===== src/rtl/id_ex_stage_pkg.sv =====
// ---------------------------------------------------------------------------
// id_ex_stage_pkg
// Shared decode constants for the ID/EX stage. The opcode/func values and the
// ALUop encodings are the same ones the upstream control decoder uses, so the
// two blocks always agree on what an instruction is.
// Also holds small classification helpers used by the hazard logic.
// ---------------------------------------------------------------------------
package id_ex_stage_pkg;

    // Primary opcodes (instruction [31:26])
    localparam logic [5:0] OP_RTYPE = 6'h03;
    localparam logic [5:0] OP_J     = 6'h02;
    localparam logic [5:0] OP_JAL   = 6'h07;
    localparam logic [5:0] OP_BEQ   = 6'h04;
    localparam logic [5:0] OP_BNE   = 6'h05;
    localparam logic [5:0] OP_LW    = 6'h12;
    localparam logic [5:0] OP_LBU   = 6'h22;
    localparam logic [5:0] OP_LUI   = 6'h0F;
    localparam logic [5:0] OP_SB    = 6'h28;
    localparam logic [5:0] OP_SW    = 6'h2B;

    // R-type function codes (instruction [5:0])
    localparam logic [5:0] FN_LWN   = 6'h21;

    // ALU operation encodings produced by the control decoder
    typedef enum logic [2:0] {
        ALU_ADD  = 3'd0,
        ALU_SUB  = 3'd1,
        ALU_AND  = 3'd2,
        ALU_OR   = 3'd3,
        ALU_SLT  = 3'd4,
        ALU_LUI  = 3'd5,
        ALU_XOR  = 3'd6,
        ALU_NOR  = 3'd7
    } alu_op_e;

    // Instructions that read rt as a source operand (R-type ALU, branches, stores)
    function automatic logic op_uses_rt(input logic [5:0] opcode);
        return (opcode == OP_RTYPE) || (opcode == OP_BEQ) || (opcode == OP_BNE) ||
               (opcode == OP_SB)    || (opcode == OP_SW);
    endfunction

    // Everything reads rs except jumps and lui, whose rs field is not a register
    function automatic logic op_uses_rs(input logic [5:0] opcode);
        return !((opcode == OP_J) || (opcode == OP_JAL) || (opcode == OP_LUI));
    endfunction

    // Loads: lw, lbu, and the R-type indexed load lwn
    function automatic logic op_is_load(input logic [5:0] opcode, input logic [5:0] func);
        return (opcode == OP_LW) || (opcode == OP_LBU) ||
               ((opcode == OP_RTYPE) && (func == FN_LWN));
    endfunction

endpackage


===== src/rtl/id_ex_stage_hazard_detect.sv =====
// ---------------------------------------------------------------------------
// id_ex_stage_hazard_detect  (the hazard_detect block of id_ex_stage)
// Purely combinational. Classifies the ID instruction (source usage, load,
// destination register) and flags a load-use hazard against the instruction
// currently in EX.
// Ports:
//   id_valid, id_opcode, id_func, id_rs, id_rt, id_rd : ID instruction fields
//   ex_valid, ex_is_load, ex_RegWrite, ex_wreg        : current EX state
//   is_load  : ID instruction is a load
//   wreg     : ID destination index (rd / LINK_REG / rt)
//   hazard   : EX load writes a register the ID instruction reads
// ---------------------------------------------------------------------------
module id_ex_stage_hazard_detect
    import id_ex_stage_pkg::*;
#(
    parameter int REG_AW   = 5,
    parameter int LINK_REG = 31
) (
    input  logic              id_valid,
    input  logic [5:0]        id_opcode,
    input  logic [5:0]        id_func,
    input  logic [REG_AW-1:0] id_rs,
    input  logic [REG_AW-1:0] id_rt,
    input  logic [REG_AW-1:0] id_rd,
    input  logic              ex_valid,
    input  logic              ex_is_load,
    input  logic              ex_RegWrite,
    input  logic [REG_AW-1:0] ex_wreg,
    output logic              is_load,
    output logic [REG_AW-1:0] wreg,
    output logic              hazard
);

    logic uses_rs;
    logic uses_rt;
    logic rs_match;
    logic rt_match;
    logic ex_load_writes;

    assign uses_rs = op_uses_rs(id_opcode);
    assign uses_rt = op_uses_rt(id_opcode);
    assign is_load = op_is_load(id_opcode, id_func);

    always_comb begin
        wreg = id_rt;
        if (id_opcode == OP_RTYPE) begin
            wreg = id_rd;
        end else if (id_opcode == OP_JAL) begin
            wreg = REG_AW'(LINK_REG);
        end
    end

    // r0 is hardwired, so a load targeting it can never create a dependency.
    assign ex_load_writes = ex_valid && ex_is_load && ex_RegWrite && (ex_wreg != '0);
    assign rs_match       = uses_rs && (id_rs == ex_wreg);
    assign rt_match       = uses_rt && (id_rt == ex_wreg);
    assign hazard         = ex_load_writes && id_valid && (rs_match || rt_match);

endmodule


===== src/rtl/id_ex_stage.sv =====
// ---------------------------------------------------------------------------
// id_ex_stage
// ID/EX pipeline register. Captures decoded control, operands and the
// destination index into EX one cycle after ID, inserts a bubble on a
// load-use hazard (asserting stall to freeze PC and IF/ID for one cycle),
// and squashes the ID instruction when EX resolves a taken branch/jump.
// Saturating stall/flush cycle counters support performance debug.
// Ports:
//   clk, rst                      : clock, asynchronous active-high reset
//   id_*                          : ID instruction, decoded control, operands
//   ex_flush                      : taken branch/jump resolved in EX
//   stall                         : combinational hold request for PC, IF/ID
//   ex_*                          : registered EX contents
//   stall_cnt, flush_cnt          : saturating event counters
// ---------------------------------------------------------------------------
module id_ex_stage
    import id_ex_stage_pkg::*;
#(
    parameter int DATA_W   = 32,
    parameter int REG_AW   = 5,
    parameter int CNT_W    = 16,
    parameter int LINK_REG = 31
) (
    input  logic              clk,
    input  logic              rst,
    input  logic              id_valid,
    input  logic [5:0]        id_opcode,
    input  logic [5:0]        id_func,
    input  logic [2:0]        id_ALUop,
    input  logic              id_RegWrite,
    input  logic              id_branch,
    input  logic [REG_AW-1:0] id_rs,
    input  logic [REG_AW-1:0] id_rt,
    input  logic [REG_AW-1:0] id_rd,
    input  logic [DATA_W-1:0] id_rs_data,
    input  logic [DATA_W-1:0] id_rt_data,
    input  logic [DATA_W-1:0] id_imm,
    input  logic [DATA_W-1:0] id_pc,
    input  logic              ex_flush,
    output logic              stall,
    output logic              ex_valid,
    output logic [2:0]        ex_ALUop,
    output logic              ex_RegWrite,
    output logic              ex_branch,
    output logic              ex_is_load,
    output logic [DATA_W-1:0] ex_rs_data,
    output logic [DATA_W-1:0] ex_rt_data,
    output logic [DATA_W-1:0] ex_imm,
    output logic [DATA_W-1:0] ex_pc,
    output logic [REG_AW-1:0] ex_wreg,
    output logic [CNT_W-1:0]  stall_cnt,
    output logic [CNT_W-1:0]  flush_cnt
);

    // EX state
    logic              valid_reg,    valid_next;
    logic [2:0]        alu_op_reg,   alu_op_next;
    logic              reg_write_reg, reg_write_next;
    logic              branch_reg,   branch_next;
    logic              is_load_reg,  is_load_next;
    logic [DATA_W-1:0] rs_data_reg,  rs_data_next;
    logic [DATA_W-1:0] rt_data_reg,  rt_data_next;
    logic [DATA_W-1:0] imm_reg,      imm_next;
    logic [DATA_W-1:0] pc_reg,       pc_next;
    logic [REG_AW-1:0] wreg_reg,     wreg_next;

    logic              id_is_load;
    logic [REG_AW-1:0] id_wreg;
    logic              hazard;
    logic              bubble;

    id_ex_stage_hazard_detect #(
        .REG_AW   (REG_AW),
        .LINK_REG (LINK_REG)
    ) u_hazard_detect (
        .id_valid    (id_valid),
        .id_opcode   (id_opcode),
        .id_func     (id_func),
        .id_rs       (id_rs),
        .id_rt       (id_rt),
        .id_rd       (id_rd),
        .ex_valid    (valid_reg),
        .ex_is_load  (is_load_reg),
        .ex_RegWrite (reg_write_reg),
        .ex_wreg     (wreg_reg),
        .is_load     (id_is_load),
        .wreg        (id_wreg),
        .hazard      (hazard)
    );

    // A flush squashes the ID instruction anyway, so there is nothing to hold.
    // Gating with rst keeps stall low for the whole reset window.
    assign stall  = hazard && !ex_flush && !rst;
    assign bubble = ex_flush || stall;

    always_comb begin
        // Data fields hold by default; a bubble only clears the control bits.
        valid_next     = valid_reg;
        alu_op_next    = alu_op_reg;
        reg_write_next = reg_write_reg;
        branch_next    = branch_reg;
        is_load_next   = is_load_reg;
        rs_data_next   = rs_data_reg;
        rt_data_next   = rt_data_reg;
        imm_next       = imm_reg;
        pc_next        = pc_reg;
        wreg_next      = wreg_reg;

        if (bubble) begin
            valid_next     = 1'b0;
            reg_write_next = 1'b0;
            branch_next    = 1'b0;
            is_load_next   = 1'b0;
        end else begin
            // An empty ID slot still moves through, but must not cause side effects.
            valid_next     = id_valid;
            alu_op_next    = id_ALUop;
            reg_write_next = id_RegWrite && id_valid;
            branch_next    = id_branch && id_valid;
            is_load_next   = id_is_load && id_valid;
            rs_data_next   = id_rs_data;
            rt_data_next   = id_rt_data;
            imm_next       = id_imm;
            pc_next        = id_pc;
            wreg_next      = id_wreg;
        end
    end

    always_ff @(posedge clk or posedge rst) begin
        if (rst) begin
            valid_reg     <= 1'b0;
            alu_op_reg    <= '0;
            reg_write_reg <= 1'b0;
            branch_reg    <= 1'b0;
            is_load_reg   <= 1'b0;
            rs_data_reg   <= '0;
            rt_data_reg   <= '0;
            imm_reg       <= '0;
            pc_reg        <= '0;
            wreg_reg      <= '0;
        end else begin
            valid_reg     <= valid_next;
            alu_op_reg    <= alu_op_next;
            reg_write_reg <= reg_write_next;
            branch_reg    <= branch_next;
            is_load_reg   <= is_load_next;
            rs_data_reg   <= rs_data_next;
            rt_data_reg   <= rt_data_next;
            imm_reg       <= imm_next;
            pc_reg        <= pc_next;
            wreg_reg      <= wreg_next;
        end
    end

    assign ex_valid    = valid_reg;
    assign ex_ALUop    = alu_op_reg;
    assign ex_RegWrite = reg_write_reg;
    assign ex_branch   = branch_reg;
    assign ex_is_load  = is_load_reg;
    assign ex_rs_data  = rs_data_reg;
    assign ex_rt_data  = rt_data_reg;
    assign ex_imm      = imm_reg;
    assign ex_pc       = pc_reg;
    assign ex_wreg     = wreg_reg;

    // Saturating performance counters: index 0 counts stalls, 1 counts flushes.
    logic [1:0] cnt_evt;
    assign cnt_evt = {ex_flush, stall};

    genvar gi;
    generate
        for (gi = 0; gi < 2; gi++) begin : g_cnt
            logic [CNT_W-1:0] cnt_reg;
            always_ff @(posedge clk or posedge rst) begin
                if (rst) begin
                    cnt_reg <= '0;
                end else if (cnt_evt[gi] && (cnt_reg != '1)) begin
                    cnt_reg <= cnt_reg + CNT_W'(1);
                end
            end
        end
    endgenerate

    assign stall_cnt = g_cnt[0].cnt_reg;
    assign flush_cnt = g_cnt[1].cnt_reg;

endmodule


===== config.mk =====
export PLATFORM = sky130hd
export DESIGN_NAME = id_ex_stage
export DESIGN_NICKNAME = d
export VERILOG_FILES = /design/src/rtl/id_ex_stage_pkg.sv /design/src/rtl/id_ex_stage_hazard_detect.sv /design/src/rtl/id_ex_stage.sv
export SDC_FILE = /design/constraint.sdc
export NUM_CORES = 1
export LEC_CHECK = 0
export CORE_ASPECT_RATIO = 2
export CORE_MARGIN = 4
export CORE_UTILIZATION = 45
export DETAILED_ROUTE_END_ITERATION = 10
export PLACE_DENSITY = 0.88
export SLEW_MARGIN = 20
export SYNTH_ARGS = -nofsm -noshare
export SYNTH_HDL_FRONTEND = slang
export SYNTH_SLANG_ARGS = --single-unit

===== constraint.sdc =====
create_clock -name clk -period 11.3 [get_ports clk]
set_clock_uncertainty 0.1 [all_clocks]
set_input_delay 2.26 -clock clk [delete_from_list [all_inputs] [get_ports clk]]
set_output_delay 2.26 -clock clk [all_outputs]
set_load 0.01 [all_outputs]

After elaboration in Yosys (flattened, before gate mapping)
Cells that the tools add are included.
{ "word_totals": {"regBits": 172, "inputBits": 164, "output_inout_bits": 173} }
{ "classes": {"add_sub_neg": 2, "n_eq_ne": 15, "mux": 6, "n_reduce_logical": 29} }
{ "ops": {"columns": ["op", "n"], "rows": [
  ["$add A16 B1 Y16 const B", 2],
  ["$ne A16 B16 Y1 const B", 2],
  ["$eq A6 B6 Y1 const B", 4],
  ["$eq A6 B3 Y1 const B", 3],
  ["$logic_and A1 B1 Y1", 15],
  ["$eq A6 B2 Y1 const B", 2],
  ["$eq A5 B5 Y1", 2],
  ["$logic_or A1 B1 Y1", 10],
  ["$mux W5", 2],
  ["$eq A6 B4 Y1 const B", 1],
  ["$eq A6 B5 Y1 const B", 1],
  ["$reduce_bool A5 Y1", 1],
  ["$mux W1", 4],
  ["$logic_not A1 Y1", 3]
]} }

Depth between registers and ports, before layout
Gate-level depths: netlist of the first run.
{ "logic_depth": {"depth_word": 12, "ltp_mapped": 9, "ltp_nobuf": 7} }

Cells and area by module
From an unflattened synthesis of the first run, not the netlist that was laid out.
{ "unflattened": {"cells_unflattened": 496, "hier_area_um2": 7105.6} }
{ "modules_own_cells": {"columns": ["mod", "instances", "cells_each", "area_per_inst_um2", "seq_area_each_um2"], "rows": [
  ["id_ex_stage", 1, 441, 6764.0, 4304.1],
  ["id_ex_stage_hazard_detect", 1, 55, 341.6, 0.0]
]} }

Worst setup path after synthesis of the first run
Ideal clock, no wire load.
{ "synth_timing": {"path_type": "input port to output port", "from": "input id_rt[2]", "to": "output stall", "arrival_time_ps": 3407, "required_ps": 8940, "setup_slack_ps": 5533, "cell_stages": 6, "path_buffers": 0, "cell_sequence": "xnor2_1 > nand4_1 > or3_1 > o21ai_1 > nand2_1 > inv_1"} }
{ "synth_between": {"elab_chain_len": 6} }
{ "synth_lines": {"columns": ["item", "line_no", "text"], "rows": [
  ["start, declared", "id_ex_stage.sv:33", "input logic [REG_AW-1:0] id_rt,"],
  ["$eq A5 B5 Y1", "id_ex_stage_hazard_detect.sv:56", "assign rt_match = uses_rt && (id_rt == ex_wreg);"],
  ["$logic_and A1 B1 Y1", "id_ex_stage_hazard_detect.sv:56", null],
  ["$logic_or A1 B1 Y1", "id_ex_stage_hazard_detect.sv:57", "assign hazard = ex_load_writes && id_valid && (rs_match || rt_match);"],
  ["$logic_and A1 B1 Y1", "id_ex_stage_hazard_detect.sv:57", null],
  ["$logic_and A1 B1 Y1 (2 in series)", "id_ex_stage.sv:93", "assign stall = hazard && !ex_flush && !rst;"],
  ["end, declared", "id_ex_stage.sv:40", "output logic stall,"]
]} }
No other way between the ends.

Final worst setup path of the first run
{ "layout_timing": {"from": "input id_opcode[0]", "to": "output stall"} }
{ "layout_between": {"elab_chain_len": 10} }
{ "layout_lines": {"columns": ["item", "line_no", "text"], "rows": [
  ["start, declared", "id_ex_stage.sv:27", "input logic [5:0] id_opcode,"],
  ["$eq A6 B2 Y1 / $eq A6 B3 Y1 (equally long branches)", "id_ex_stage_pkg.sv:39", "return (opcode == OP_RTYPE) || (opcode == OP_BEQ) || (opcode == OP_BNE) ||"],
  ["$logic_or A1 B1 Y1 (3 in series)", "id_ex_stage_pkg.sv:39", null],
  ["$logic_or A1 B1 Y1", "id_ex_stage_pkg.sv:40", "(opcode == OP_SB) || (opcode == OP_SW);"],
  ["$logic_and A1 B1 Y1", "id_ex_stage_hazard_detect.sv:56", null],
  ["$logic_or A1 B1 Y1 *", "id_ex_stage_hazard_detect.sv:57", null],
  ["$logic_and A1 B1 Y1 *", "id_ex_stage_hazard_detect.sv:57", null],
  ["$logic_and A1 B1 Y1 * (2 in series)", "id_ex_stage.sv:93", null]
]} }
Every way passes the cells marked *; elsewhere a longest branch is shown, timed or not.

==> results.cfg, run 1 <==
[timing]
finalSetupViolCount = 0
fmax_mhz = 145
worstMarginPinSlew_ns = 1.07
period_minus_slack_ns = 6.91
timing.slew.headroom_pct = 28.9
hold_violations = 0
fin_crit_sh_pct = 61.2
setup_tns_ns = 0
drv_slew = 0
rsz0062_at_grt = no

[power]
vdd_drop_max_mv = 0.143
pwr-share-comb_pct = 20.5
seqPwrFrac_pct = 41.7
p_clk_share_pct = 37.8
intPower_mw = 1.31
switching_share_pct = 24.3
power_leakage_nw = 4.98
powerDensity_nw_per_um2 = 150
switching_power_mw = 0.423

[final_layout]
area_growth_pct = 56.8
num_antenna_cells = 0
nets = 1005
final_core_util_pct = 71.5
drive_above_1_share_pct = 20.5

[yosys]
synth_xor_area_share_pct = 4.63
synthMuxAreaShare_pct = 24.5
synthTopCellsByArea = dfrtp_1 (58%), mux2_4 (16%), mux2_2 (8.2%), xnor2_1 (3.2%), xor2_1 (1.4%)
netlist_area_sq_um = 7380
yosysUniqueCellTypes = 41
ys_seq_area_share_pct = 58.3
synth_top_area_share_pct = 58.3
synth_fa_ha_area_share_pct = 0.339
avgSynthCellArea_sq_um = 14.9
synthTopCellsByCount = dfrtp_1 (172), mux2_4 (80), mux2_2 (54), xnor2_1 (27), nand2_1 (19)
synth_warnings = 0
synth_simple_gate_area_share_pct = 7.88
synth_cells = 497
async_flop_share_pct = 100
synth_compound_area_share_pct = 2.27
syn_nets = 663
synthFlopType = dfrtp_1
synth_top_family_by_area = multiplexers
synth_edf_count = 0
synth_top_area_cell = dfrtp_1
yosysMostFrequentCell = dfrtp_1
ys_seq_elements = 172

[grt]
grt_overflow = 0
grt_pass1_wl_um = 33600
grt_pass1_vias = 5959
antenna_found_initial = 0
grtUsageTotal_pct = 23.4
grt_max_degree = 89

[critical_path]
cp_max_fo = 17
worstRegToRegCells = 7
cp-startpoint = id_opcode[0]
start_kind = input pin
critPathKind = input pin to output port
end_kind = output port
worstPathRequired_ns = 8.94
worstReg2RegEnd = ex_rs_data[13]
reg2reg_from = ex_wreg[0]
arrival_ns = 4.55
r2r_setup_slack_ns = 7.79

[detailed_routing]
wl_per_cell_um = 20.5
first_pass_iters = 4
ant_nets = 0
first_iter_violations = 90
route.detailed.drc = 0
vias_per_cell = 5.13
wl_um = 21700
vias = 5420

[clocking]
cts_setup_buffers = 0
cts_max_path_buffers = 2
path_clk_slew_ns = 0.06
clkLatencyLatePin_ns = 0.42
ctsResizeCount = 0
cts_sinks = 172
htreeDepth = 4
cts_buffers = 17
root_buffer = clkbuf_16
cts_tree = built
cts_hold_buffers = 0

[worst_hold_path]
hp-class = register to register
hold_start = flush_cnt[9]
holdPathEnd = flush_cnt[9]
holdPathStages = 1

[floorplan]
core_area_sq_um = 16200
dieArea_sq_um = 18600
die_y_um = 189
row_count = 66
pin_count = 337
fp.dieW_um = 98.6
initial_core_util_pct = 45.6

[placement]
portBuffers = 336
dp_hpwl_um = 16300
routabilityCongestion = 0.865

[run_status]
outcome = finished, final reports clean

[job]
drv_cap = 0
-- stage by stage --
stage	worst slack (ns)	hold WS, ns	power [mW]	area (sq um)	instances
2_1_floorplan	4.28	0.415	0.873	7380	497
3_3_place_gp	4.45	0.383	1.08	10900	1024
3_5_place_dp	4.41	0.384	1.09	10900	1024
4_1_cts	4.40	0.398	1.76	11600	1056
5_1_grt	4.21	0.410	1.80	11600	1056
6_report	4.39	0.392	1.74	11600	1056
-- how the worst max path moves through the flow --
stage                             end
after global placement          stall
final                           stall
after global routing            stall
after CTS                       stall
after floorplan           ex_ALUop[0]
after detailed placement        stall
-- cell type report --
type / count / area [sq um]
Timing Repair Buffer: 341 / 3400
Clock inverter: 12 / 208
Inverter: 3 / 16.3
Sequential cell: 172 / 4300
Clock buffer: 20 / 457
Multi-Input combinational cell: 304 / 2930
Tap cell: 204 / 255
Fill cell: 1070 / 4610
-- placed cells by master, fill, tap and decap left out, types with 2 or more instances in the layout --
cell type	instances
clkdlybuf4s50_1	336
dfrtp_1	172
mux2_4	80
mux2_2	54
xnor2_1	27
nand2_1	19
clkbuf_16	17
nand4_1	16
and3_1	13
nand3_1	13
xor2_1	12
o21ai_0	12
nor2_1	11
nor3_1	8
or3_1	6
bufinv_16	5
and4_1	4
inv_6	4
buf_4	4
a21oi_1	3
and2_1	2
nor2b_1	2
inv_1	2
nor4b_1	2
ha_1	2
clkbuf_8	2
clkinvlp_4	2
-- metal layers --
layer / part of all wire, % / up-vias / global-route usage [%]
met5: 0 / - / 0
met3: 6.7 / 54 / 6.38
met1: 34 / 2653 / 24.5
met2: 55 / 250 / 42.4
li1: - / 2463 / -
met4: 4.3 / 0 / 11.2
-- kinds of logic after synthesis --
group	count (synthesis)
adder cells (fa/ha/maj)	2
flip-flops	172
XOR/XNOR	39
buffers and inverters	21
AND/OR/NAND/NOR	104
multiplexers	134
AO/OA/AOI/OAI	25
-- flip-flops by register name, summed over array words and instances, names as in the netlist, 3 cells and up --
name and cells:
ex_rs_data 32, ex_rt_data 32, ex_ALUop 3, ex_wreg 5, ex_imm 32, flush_cnt 16, stall_cnt 16, ex_pc 32
-- power groups by stage --
stage | clock network [mW] | logic [mW] | registers [mW]
floorplan | 0 | 0.117 | 0.756
global placement | 0 | 0.350 | 0.730
detailed placement | 0 | 0.357 | 0.734
CTS | 0.671 | 0.361 | 0.724
global route | 0.693 | 0.379 | 0.732
finish | 0.656 | 0.356 | 0.724
-- worst max-delay path, stage by stage --
cell	delay, ns
clkdlybuf4s50_1	0.58
nor4bb_1	0.31
a311o_1	0.16
nand2_1	0.11
o21ai_1	0.15
buf_4	0.22
nand2_1	0.11
inv_1	0.10
clkdlybuf4s50_1	0.54
Power figures use the tool's default switching activity.
==> inputs of run 2 (changes only) <==
CORE_UTILIZATION = 38   (was 45)
PLACE_DENSITY = 0.79   (was 0.88)
clock period = 6.3 ns   (was 11.3 ns; I/O delays follow)
==> run 2 against run 1 <==
Effect of this change: power up 74%; combinational power is 79% higher; highest routed layer unchanged; clock-buffer cell count decreased by 2; wire length fell by 3.8%; setup slack got worse by 3.1 ns.
==> results.cfg, run 2 (synthesis results as in run 1) <==
[power]
pwr-share-comb_pct = 21.1
intPower_mw = 2.26
switching_share_pct = 25.0
p_clk_share_pct = 35.9
powerDensity_nw_per_um2 = 260
seqPwrFrac_pct = 43.0
power_leakage_nw = 4.95
switching_power_mw = 0.752
totalPowerFinal_mw = 3.01
vdd_drop_max_mv = 0.167

[timing]
finalSetupViolCount = 0
fin_crit_sh_pct = 79.2
hold_violations = 0
setup_tns_ns = 0
period_minus_slack_ns = 4.99
rsz0062_at_grt = no
timing.slew.headroom_pct = 30.0
drv_slew = 0
worstMarginPinSlew_ns = 1.04
fmax_mhz = 200

[clocking]
cts_tree = built
ctsResizeCount = 0
path_clk_slew_ns = 0.07
cts_setup_buffers = 0
root_buffer = clkbuf_16
cts_hold_buffers = 0
cts_sinks = 172
cts_buffers = 17
cts_max_path_buffers = 2
htreeDepth = 4
clkLatencyLatePin_ns = 0.41

[grt]
grt_use_met2_pct = 35.6
grt_max_degree = 142
grt_pass1_wl_um = 31600
antenna_found_initial = 0
grt_overflow = 0
grtUsageTotal_pct = 19.0
busiest_layer = met2
gr-usage-met1_pct = 18.9
grt_pass1_vias = 5822
gr-usage-met3_pct = 5.80

[critical_path]
end_kind = output port
start_kind = input pin
worstPathRequired_ns = 4.94
critPathKind = input pin to output port
arrival_ns = 3.63
cp_max_fo = 17

[detailed_routing]
wl_um = 20800
vias = 5358
vias_per_cell = 4.85
ant_nets = 0
first_iter_violations = 180
first_pass_iters = 5
wl_per_cell_um = 18.9
route.detailed.drc = 0

[worst_hold_path]
hp-class = register to register

[final_layout]
area_growth_pct = 57.0
final_common_cell = clkdlybuf4s50_1
layout_common_cells = clkdlybuf4s50_1 (336), dfrtp_1 (172), mux2_4 (80)
drive_above_1_share_pct = 20.4
nets = 1003
num_antenna_cells = 0

[placement]
dp_hpwl_um = 15700
portBuffers = 336
routabilityCongestion = 0.807

[floorplan]
die_y_um = 205
initial_core_util_pct = 39.0
core_area_sq_um = 18900
fp.dieW_um = 107
pin_count = 337
row_count = 71
dieArea_sq_um = 21900

[run_status]
outcome = finished, final reports clean

[job]
drv_cap = 0
## run 2: changes by cell type in the layout (fill, tap and decap cells not counted)
cell | previous run | this run
buf_4 | 4 | 1
buf_12 | 0 | 2
inv_8 | 1 | 0
clkinv_4 | 0 | 1
clkinvlp_4 | 2 | 4
clkinv_2 | 1 | 2
buf_6 | 1 | 0
bufinv_16 | 5 | 3
clkbuf_1 | 1 | 0
clkbuf_8 | 2 | 1
## run 2: routing by layer
metal | part of all wire (%) | up-vias
met5 | 0 | -
met2 | 56 | 256
met4 | 3.2 | 0
met1 | 34 | 2604
met3 | 7.4 | 44
li1 | - | 2454
## run 2: worst max-delay path: stages
cell	delay, ns
clkdlybuf4s50_1	0.55
and2_1	0.24
o21ai_0	0.38
nand3_1	0.12
o21ai_1	0.09
buf_4	0.21
nand2_1	0.10
inv_1	0.09
clkdlybuf4s50_1	0.57
## run 2: cell type report
cell class | instances | area (sq um)
Clock buffer | 18 | 439
Clock inverter | 13 | 165
Fill cell | 1498 | 7330
Inverter | 3 | 16.3
Multi-Input combinational cell | 304 | 2930
Sequential cell | 172 | 4300
Tap cell | 255 | 319
Timing Repair Buffer | 339 | 3410
## run 2: per-stage QoR
| stage | setup slack [ns] | cells | hold slack [ns] | instance area [sq um] | util (%) |
|---|---|---|---|---|---|
| global route | 1.13 | 1104 | 0.417 | 11600 | 61.2 |
| detailed placement | 1.33 | 1073 | 0.385 | 11000 | 58.1 |
| finish | 1.31 | 1104 | 0.395 | 11600 | 61.2 |
| CTS | 1.31 | 1104 | 0.400 | 11600 | 61.2 |
| global placement | 1.41 | 1073 | 0.382 | 11000 | 58.1 |
| floorplan | 0.280 | 497 | 0.415 | 7380 | - |
## run 2: power groups by stage
stage | combinational (mW) | clock [mW] | sequential [mW]
3_5_place_dp | 0.644 | 0 | 1.31
5_1_grt | 0.678 | 1.16 | 1.31
3_3_place_gp | 0.637 | 0 | 1.31
6_report | 0.637 | 1.08 | 1.29
2_1_floorplan | 0.210 | 0 | 1.36
4_1_cts | 0.648 | 1.12 | 1.29
## run 2: path summary, 6_finish.rpt
check	start	to	slack, ns	cells after the start
worst max-delay path	id_opcode[2]	stall	1.31	9
worst min-delay path	flush_cnt[9]	flush_cnt[9]	0.40	1
worst max register to register	ex_wreg[1]	ex_pc[6]	3.38	6
worst min register to register	flush_cnt[9]	flush_cnt[9]	0.40	1
max in group asynchronous	rst	ex_pc[14]	3.82	3
min in group asynchronous	rst	ex_is_load	1.26	2
==> edit (flow settings as in run 2) <==
Register the outputs `stall_cnt` and `flush_cnt`, cleared by the reset; this adds one clock of latency there. The other outputs are not delayed to match.
--- a/src/rtl/id_ex_stage.sv
+++ b/src/rtl/id_ex_stage.sv
@@ -182,6 +182,13 @@
     endgenerate
 
-    assign stall_cnt = g_cnt[0].cnt_reg;
-    assign flush_cnt = g_cnt[1].cnt_reg;
+    always_ff @(posedge clk or posedge rst) begin
+        if (rst) begin
+            stall_cnt <= '0;
+            flush_cnt <= '0;
+        end else begin
+            stall_cnt <= g_cnt[0].cnt_reg;
+            flush_cnt <= g_cnt[1].cnt_reg;
+        end
+    end
 
 endmodule
Formal check against the unedited RTL: not equivalent (a bounded check fails within 4 cycles, from zero or initial values and one cycle with rst high).
==> edit against run 2 <==
  * Core utilization shrank 1.9 points
  * Die area grew 5.5%
  * Power grew 10%
  * Critical path depth shrank 1
  * Setup slack gained 0.14 ns
  * Design area grew 4.3%
  * Synthesized cell count grew 4.0%
  * Sequential cell count grew 32
  * Sequential power grew 18%
  * First-iteration DRC count shrank 13%
  * Synthesized area grew 5.8%
  * Routed wire length grew 4.8%
  * Clock power grew 11%
  * Largest power group unchanged
  * Highest routed layer unchanged
==> edit: results (changes against run 2) <==
Finish
  • Multi-input logic area: 0.00257 mm2 (-12%)
  • Seq area share: 0.422 (+0.0508)
  • Non-clock buffering overhead: 0.282 (-0.0120)
  • Fillers: 1631 (+8.9%)
  • Non-clk invs: 5 (+2)
  • Final Net Count: 1028 (+2.5%)
  • CLK BUF: 23 (+5)
  • Signal buffers: 341 (+0.59%)
  • Count of multi-input gates: 291 (-4.3%)
  • Clock tree cell share of total cell area: 0.0536 (+0.00145)
  • Ratio of cells with drive above 1 in the final layout: 0.133 (-0.0709)

Synth
  • Syn_nets: 683 (+3.0%)
  • Gate Count Post-Synth: 517 (+4.0%)
  • Yosys reg bits: 204 (+19%)
  • Top post-synthesis cells by area: dfrtp_1 65%, mux2_2 11%, mux2_1 8.4%
  • Register area share after synthesis: 0.654 (+0.0706)
  • Synth Warn #: 0 (unchanged)
  • Commonest cells post-synth: 204 x dfrtp_1, 77 x mux2_2, 58 x mux2_1, 27 x xnor2_1, 21 x nand2_1

Detailed routing
  • Via count: 5543 (+3.5%)
  • Avg WL per Cell: 19.2 um (+1.6%)
  • 1st-iter DRT viols: 156 (-13%)
  • DR pass1 iterations: 4 (-1)

Clocking
  • CTS max path bufs: 3 (+1)
  • Post-CTS Setup Repair Bufs: 0 (unchanged)
  • Worst skew pair latency: 0.48 ns (+0.07 ns)
  • Total CTS buffers: 19 (+2)
  • Number of gates resized after cts: 0 (unchanged)
  • Clock H-tree levels: 1 (-3)

Critical path
  • CP Max Fanout: 16 (-1)
  • Slowest cell delay on critical path: 0.61 ns (+0.04 ns)

Place
  • Worst slack, placed: 1.46 ns (+0.124 ns)
  • Detail Placement HPWL: 16400 um (+4.4%)
  • GPL Wtd Cong: 0.879 (+9.0%)

GRT
  • Tot GR Track Use: 0.182 (-0.00766)
  • Vias in the first global route: 5861 (+0.67%)
  • First-pass GRT wire length: 32000 um (+1.4%)
  • Largest net degree at the start of global routing: 114 (-20%)

Pwr
  • Peak supply drop: 0.000279 V (+68%)
  • Lkg Pwr: 5.02 nW (+1.5%)

STA
  • Worst slew pin tran: 0.982 ns (-0.0549 ns)

Outcome
  • Run status: finished clean
-- edit: where the power goes --
part           leakage, nW  internal, mW  switching, mW
clock network        0.313         0.707          0.492
registers             2.51          1.44         0.0855
logic                 2.20         0.367          0.230
total                 5.02          2.51          0.808
-- edit: layer usage --
| layer | GRT usage | up-vias | routed length (um) |
|---|---|---|---|
| li1 | - | 2526 | - |
| met1 | 0.183 | 2724 | 7340 |
| met2 | 0.341 | 222 | 11900 |
| met3 | 0.0379 | 71 | 1410 |
| met4 | 0.0956 | 0 | 1200 |
| met5 | 0 | - | 0 |
-- edit: through the flow --
stage / instance area (um2) / cells
2_1_floorplan: 7810 / 517
3_3_place_gp: 11400 / 1107
3_5_place_dp: 11400 / 1107
4_1_cts: 12100 / 1139
5_1_grt: 12100 / 1139
6_report: 12100 / 1139
-- edit: cell families (layout without fill, tap and decap cells) --
family / Yosys count / count (layout) / synth area share
adders and majority gates: 2 / 2 / 0.00320
buffers and inverters: 22 / 378 / 0.0184
AOI/OAI and AO/OA: 24 / 24 / 0.0223
xor gates and xnor gates: 38 / 38 / 0.0426
muxes: 135 / 135 / 0.195
and+or+nand+nor: 92 / 92 / 0.0652
DFF: 204 / 204 / 0.654
-- edit: path summary, 6_finish.rpt --
| check | from | to | slack, ns | cells past startpoint |
|---|---|---|---|---|
| worst min register to register | g_cnt[1].cnt_reg[15] | flush_cnt[15] | 0.32 | 0 |
| max in group asynchronous | rst | ex_imm[10] | 3.75 | 3 |
| worst max register to register | ex_wreg[3] | ex_rs_data[4] | 3.42 | 6 |
| worst min-delay path | g_cnt[1].cnt_reg[15] | flush_cnt[15] | 0.32 | 0 |
| worst max-delay path | id_opcode[0] | stall | 1.45 | 8 |
| min in group asynchronous | rst | ex_valid | 1.15 | 2 |
